===== src/rtl/mips_multicycle_ctrl.sv =====
// Multicycle MIPS control FSM: sequences fetch/decode/execute/mem/writeback and drives datapath controls.
// Latency: lw 5, sw/R-type/addi 4, beq/j 3 cycles with memready_i tied high; outputs are combinational from state.
// Backpressure: FETCH, MEMRD and MEMWR hold until memready_i; a stall of TIMEOUT cycles (if nonzero) traps to ERR.
//
// Ports:
//   clk_i, reset_i        : clock and synchronous active-high reset
//   op_i, funct_i         : instr[31:26] and instr[5:0] from the instruction register
//   zero_i                : ALU zero flag (qualifies the beq PC write)
//   memready_i            : shared memory port completes the current access this cycle
//   pcen_o .. pcsrc_o     : datapath enables, strobes and mux selects
//   alucontrol_o          : ALU operation code
//   state_o, err_o        : debug state and sticky error flag
module mips_multicycle_ctrl #(
  parameter int unsigned TIMEOUT = 255
) (
  input  logic       clk_i,
  input  logic       reset_i,
  input  logic [5:0] op_i,
  input  logic [5:0] funct_i,
  input  logic       zero_i,
  input  logic       memready_i,
  output logic       pcen_o,
  output logic       iord_o,
  output logic       memwrite_o,
  output logic       irwrite_o,
  output logic       regwrite_o,
  output logic       regdst_o,
  output logic       memtoreg_o,
  output logic       alusrca_o,
  output logic [1:0] alusrcb_o,
  output logic [1:0] pcsrc_o,
  output logic [2:0] alucontrol_o,
  output logic [3:0] state_o,
  output logic       err_o
);

  typedef enum logic [3:0] {
    S_FETCH   = 4'd0,
    S_DECODE  = 4'd1,
    S_MEMADR  = 4'd2,
    S_MEMRD   = 4'd3,
    S_MEMWB   = 4'd4,
    S_MEMWR   = 4'd5,
    S_RTYPEEX = 4'd6,
    S_RTYPEWB = 4'd7,
    S_BEQEX   = 4'd8,
    S_ADDIEX  = 4'd9,
    S_ADDIWB  = 4'd10,
    S_JEX     = 4'd11,
    S_ERR     = 4'd15
  } state_e;

  typedef enum logic [1:0] {
    ALUOP_ADD   = 2'd0,
    ALUOP_SUB   = 2'd1,
    ALUOP_FUNCT = 2'd2
  } aluop_e;

  localparam logic [5:0] OP_RTYPE = 6'b000000;
  localparam logic [5:0] OP_J     = 6'b000010;
  localparam logic [5:0] OP_BEQ   = 6'b000100;
  localparam logic [5:0] OP_ADDI  = 6'b001000;
  localparam logic [5:0] OP_LW    = 6'b100011;
  localparam logic [5:0] OP_SW    = 6'b101011;

  // Stall counter only needs to reach TIMEOUT.
  localparam int unsigned CW = (TIMEOUT < 2) ? 1 : $clog2(TIMEOUT + 1);

  state_e          state_q, state_d;
  logic            err_q, err_d;
  logic [CW-1:0]   cnt_q, cnt_d;

  logic            waiting;
  logic            timeout_hit;
  logic            funct_ok;
  logic [2:0]      funct_alu;

  // Datapath controls before reset gating.
  logic            pcwrite;
  logic            branch;
  logic            irwrite;
  logic            memwrite;
  logic            regwrite;
  aluop_e          aluop;

  // R-type function decode; unknown functs fall back to add and flag illegal.
  always_comb begin
    funct_alu = 3'b010;
    funct_ok  = 1'b1;
    case (funct_i)
      6'b100000: funct_alu = 3'b010;
      6'b100010: funct_alu = 3'b110;
      6'b100100: funct_alu = 3'b000;
      6'b100101: funct_alu = 3'b001;
      6'b101010: funct_alu = 3'b111;
      default:   funct_ok  = 1'b0;
    endcase
  end

  // A memory-facing state that is still waiting on the memory this cycle.
  assign waiting = ((state_q == S_FETCH) || (state_q == S_MEMRD) || (state_q == S_MEMWR)) && !memready_i;

  // The trap fires on the stalled cycle that brings the count to TIMEOUT;
  // memready_i high on that cycle clears waiting, so completion wins.
  assign timeout_hit = (TIMEOUT != 0) && waiting && ((32'(cnt_q) + 32'd1) >= TIMEOUT);

  // Next-state logic.
  always_comb begin
    state_d = state_q;
    case (state_q)
      S_FETCH:   if (memready_i) state_d = S_DECODE;
      S_DECODE: begin
        case (op_i)
          OP_LW, OP_SW: state_d = S_MEMADR;
          OP_RTYPE:     state_d = S_RTYPEEX;
          OP_BEQ:       state_d = S_BEQEX;
          OP_ADDI:      state_d = S_ADDIEX;
          OP_J:         state_d = S_JEX;
          default:      state_d = S_ERR;
        endcase
      end
      S_MEMADR:  state_d = (op_i == OP_SW) ? S_MEMWR : S_MEMRD;
      S_MEMRD:   if (memready_i) state_d = S_MEMWB;
      S_MEMWB:   state_d = S_FETCH;
      S_MEMWR:   if (memready_i) state_d = S_FETCH;
      S_RTYPEEX: state_d = funct_ok ? S_RTYPEWB : S_ERR;
      S_RTYPEWB: state_d = S_FETCH;
      S_BEQEX:   state_d = S_FETCH;
      S_ADDIEX:  state_d = S_ADDIWB;
      S_ADDIWB:  state_d = S_FETCH;
      S_JEX:     state_d = S_FETCH;
      S_ERR:     state_d = S_ERR;
      default:   state_d = S_ERR;
    endcase
    if (timeout_hit) state_d = S_ERR;
  end

  // Counter runs only across consecutive stalled cycles of the same state.
  assign cnt_d = (waiting && (state_d == state_q)) ? cnt_q + CW'(1) : '0;
  assign err_d = err_q | (state_d == S_ERR);

  always_ff @(posedge clk_i) begin
    if (reset_i) begin
      state_q <= S_FETCH;
      err_q   <= 1'b0;
      cnt_q   <= '0;
    end else begin
      state_q <= state_d;
      err_q   <= err_d;
      cnt_q   <= cnt_d;
    end
  end

  // Output decode from the current state.
  always_comb begin
    pcwrite    = 1'b0;
    branch     = 1'b0;
    irwrite    = 1'b0;
    memwrite   = 1'b0;
    regwrite   = 1'b0;
    iord_o     = 1'b0;
    regdst_o   = 1'b0;
    memtoreg_o = 1'b0;
    alusrca_o  = 1'b0;
    alusrcb_o  = 2'b00;
    pcsrc_o    = 2'b00;
    aluop      = ALUOP_ADD;
    case (state_q)
      S_FETCH: begin
        alusrcb_o = 2'b01;
        pcwrite   = memready_i;
        irwrite   = memready_i;
      end
      S_DECODE:  alusrcb_o = 2'b11;
      S_MEMADR: begin
        alusrca_o = 1'b1;
        alusrcb_o = 2'b10;
      end
      S_MEMRD:   iord_o = 1'b1;
      S_MEMWB: begin
        memtoreg_o = 1'b1;
        regwrite   = 1'b1;
      end
      S_MEMWR: begin
        iord_o   = 1'b1;
        memwrite = 1'b1;
      end
      S_RTYPEEX: begin
        alusrca_o = 1'b1;
        aluop     = ALUOP_FUNCT;
      end
      S_RTYPEWB: begin
        regdst_o = 1'b1;
        regwrite = 1'b1;
      end
      S_BEQEX: begin
        alusrca_o = 1'b1;
        aluop     = ALUOP_SUB;
        pcsrc_o   = 2'b01;
        branch    = 1'b1;
      end
      S_ADDIEX: begin
        alusrca_o = 1'b1;
        alusrcb_o = 2'b10;
      end
      S_ADDIWB:  regwrite = 1'b1;
      S_JEX: begin
        pcsrc_o = 2'b10;
        pcwrite = 1'b1;
      end
      default: ;
    endcase
  end

  always_comb begin
    alucontrol_o = 3'b010;
    case (aluop)
      ALUOP_SUB:   alucontrol_o = 3'b110;
      ALUOP_FUNCT: alucontrol_o = funct_alu;
      default:     alucontrol_o = 3'b010;
    endcase
  end

  // Reset suppresses every write so an interrupted instruction leaves no partial update.
  assign pcen_o     = !reset_i && (pcwrite || (branch && zero_i));
  assign irwrite_o  = !reset_i && irwrite;
  assign memwrite_o = !reset_i && memwrite;
  assign regwrite_o = !reset_i && regwrite;

  assign state_o = state_q;
  assign err_o   = err_q;

endmodule


===== config.mk =====
export PLATFORM = sky130hd
export DESIGN_NAME = mips_multicycle_ctrl
export DESIGN_NICKNAME = d
export VERILOG_FILES = /design/src/rtl/mips_multicycle_ctrl.sv
export SDC_FILE = /design/constraint.sdc
export NUM_CORES = 1
export LEC_CHECK = 0
export ABC_AREA = 1
export BUFFER_PORTS_ARGS = -buffer_cell sky130_fd_sc_hd__buf_4
export CAP_MARGIN = 20
export CORE_UTILIZATION = 40
export CTS_BUF_LIST = sky130_fd_sc_hd__clkbuf_4
export DETAILED_ROUTE_END_ITERATION = 10
export MAX_ROUTING_LAYER = met4
export PLACE_DENSITY = 0.68
export SYNTH_ARGS = -nofsm -noshare
export SYNTH_HDL_FRONTEND = slang
export SYNTH_SLANG_ARGS = --single-unit

===== constraint.sdc =====
create_clock -name clk_i -period 1.7 [get_ports clk_i]
set_input_delay 0.425 -clock clk_i [delete_from_list [all_inputs] [get_ports clk_i]]
set_output_delay 0.425 -clock clk_i [all_outputs]
set_load 0.01 [all_outputs]

==> key figures <==
Placed design
  – IO Port Bufs: 35
  – Post-DP HPWL: 2.442 mm
  – Placed cells: 293
  – RePlAce Congestion: 0.8995

Clocking
  – Clk slew on worst S/H paths: 0.09 ns
  – Root buf cell: clkbuf_4
  – H-tree levels: 1
  – Hold buffers post-CTS: 0
  – Num CTS Buffers: 3
  – Worst-Skew Late Latency: 0.29 ns
  – Num Clock Sinks: 13
  – CTS max path bufs: 2
  – TritonCTS clock tree: yes

Yosys
  – Post-synthesis cell area: 0.001144 mm2
  – Synth warnings: 0
  – Top cell type's share of synthesized area: 22.76%
  – Distinct cells, synth: 28
  – Ranking of synthesized cells by area: dfxtp_1, nand2_1, nor2_1
  – Syn Area/Cell: 5.747 um2
  – Register area share after synthesis: 22.76%
  – Seq cells post-synth: 13
  – Post-Syn Instances: 199
  – Dominant cell type by area after synthesis: dfxtp_1
  – Syn nets: 220

Timing
  – Tightest Pin Transition: 0.2755 ns
  – Setup_tns: -4.808 ns
  – Fmax: 0.4964 GHz
  – Slew headroom: 81.46%
  – RSZ-0062 raised after global routing: true
  – Final Max Slew Viols: 0
  – Final Setup Violations: 22
  – Hold Fails Final Rpt: 0
  – Tmin final: 2.015 ns
  – Fin crit share: 118.5%
  – Setup ws final: -0.3147 ns
  – Final Skew: 0.007007 ns

Global route
  – Antenna violations before repair: 0
  – GRT Total Usage: 26.67%
  – Remaining global-route overflow: 0
  – Largest net degree at the start of global routing: 9
  – Wire length of the first global-routing pass: 6.396 mm
  – Vias in the first global route: 1,465

Route
  – DR pass1 iterations: 5
  – DR iter-0 viols: 145
  – Total wire length: 4.670 mm
  – Post-route DRC: 0
  – DRT antenna net count: 0
  – WL/cell: 15.02 um
  – Vias per inst: 5.415
  – Vias: 1,684

Layout
  – Finished Layout Cells: 311
  – Layout cells sized above 1: 58.21%
  – Most frequent cells in the layout: buf_4, nand2_1, inv_1
  – Nets: 302
  – Commonest non-fill, non-tap cell in the layout: buf_4
  – Layout fillers: 176
  – N_diodes: 0
  – Area growth syn-to-layout: 92.45%

Worst setup path
  – WP data required: 1.27 ns
  – Launch point of the critical path: state_o[1]$_SDFF_PP0_
  – R2R cell count: 14
  – Reg-to-Reg End: cnt_q[1]$_SDFF_PP0_
  – Worst reg2reg setup slack: -0.29 ns
  – Crit end category: output port
  – Crit Path Category: register to output port
  – Worst Path Max Fanout: 4
  – Crit path capture: alucontrol_o[0]
  – Critical path startpoint category: register
  – CP Data Arrival Time: 1.59 ns
  – Launch point of the worst reg-to-reg path: cnt_q[0]$_SDFF_PP0_

Floorplan
  – Die Ht: 55.47 um
  – I/O Pins: 36
  – Die W: 55.47 um
  – Core area: 0.002734 mm2
  – Full die area: 0.003077 mm2
  – Starting density of the core: 41.83%
  – Number of core rows: 19

Power and ir drop
  – Max VDD drop: 1.257 mV
  – Total power: 2.830 mW
  – Static Leak: 1.049 nW
  – PwrDens: 1286 mW/mm2

Run status
  – Status: complete, but fails checks
  – Failing checks: negative setup slack

Job
  – Maximum capacitance violations: 0

Worst hold path
  – Hold crit path type: primary input to register
[registers in the layout, indices dropped and copies added (netlist names)]
| name | cells |
|---|---|
| cnt_q | 8 |
| err_o | 1 |
| state_o | 4 |
[worst min path at each step]
stage	from	endpoint	slack (ns)	depth (start not counted)
after floorplan	cnt_q[0]$_SDFF_PP0_	cnt_q[0]$_SDFF_PP0_	0.43	1
after global placement	err_o$_SDFF_PP0_	err_o$_SDFF_PP0_	0.50	2
after detailed placement	err_o$_SDFF_PP0_	err_o$_SDFF_PP0_	0.48	2
after CTS	reset_i	state_o[0]$_SDFF_PP0_	0.36	2
after global routing	reset_i	state_o[1]$_SDFF_PP0_	0.38	2
final	reset_i	state_o[0]$_SDFF_PP0_	0.37	2
[metal layers]
metal	part of all wire (%)	global-route usage, %
met1	41	34.59
met4	1.8	8.214
met3	7.6	4.450
met2	50	42.51
met5	0	-
[critical path, stage by stage (launching register included)]
cell      delay [ns]
dfxtp_4         0.41
inv_4           0.05
nor2_4          0.14
nand2_4         0.09
inv_2           0.09
ha_4            0.14
inv_2           0.04
a211oi_2        0.18
buf_4           0.15
[power by group]
part           internal (mW)  leakage [nW]  switching (mW)
Combinational          0.979         0.920            1.14
Sequential             0.385         0.111           0.102
Clock                  0.107        0.0184           0.114
Total                   1.47          1.05            1.36
[timing repair]
action	CTS	global route
buffers inserted	15	3
pin swaps	24	20
resized for setup	58	42
endpoints found under the setup margin	21	26
[metrics by stage]
| step | area, um2 | worst slack, ns | utilization, % | hold WS, ns |
|---|---|---|---|---|
| 4_1_cts | 2034 | -0.2798 | 74.42 | 0.3637 |
| 2_1_floorplan | 1195 | 0.003169 | - | 0.4298 |
| 3_5_place_dp | 1707 | -0.1503 | 62.43 | 0.4773 |
| 5_1_grt | 2201 | -0.3753 | 80.50 | 0.3769 |
| 3_3_place_gp | 1707 | -0.1199 | 62.43 | 0.4955 |
| 6_report | 2201 | -0.3147 | 80.50 | 0.3709 |
[cell usage after synthesis]
master    count
nand2_1      40
nor2_1       36
inv_1        35
nand3_1      19
dfxtp_1      13
a21oi_1       9
nand4_1       9
nor2_2        8
ha_1          5
nand2_2       4
inv_2         3
nand3b_1      2
a211oi_1      1
a21oi_2       1
a31oi_1       1
and2_1        1
buf_1         1
buf_2         1
nand3_2       1
nor3_1        1
nor3_2        1
nor4_1        1
o211ai_1      1
o21ai_0       1
o21ai_1       1
o22ai_1       1
o31ai_1       1
or2_1         1
[cell families after synthesis]
| logic type | after synthesis | synth area share, % |
|---|---|---|
| AOI/OAI and AO/OA | 17 | 8.644 |
| DFF | 13 | 22.76 |
| adders and majority gates | 5 | 5.470 |
| buffers and inverters | 40 | 13.24 |
| and+or+nand+nor | 124 | 49.89 |
[layout make-up]
| type | instances | area [um2] | area share, % |
|---|---|---|---|
| inverters | 38 | 155.1 | 7.049 |
| flip-flops and latches | 13 | 282.8 | 12.85 |
| well taps | 31 | 38.79 | 1.762 |
| clock buffers | 4 | 30.03 | 1.364 |
| repair buffers | 79 | 649.4 | 29.51 |
| multi-input cells | 146 | 1045 | 47.47 |
No activity file was read; power rests on OpenSTA's default activity.
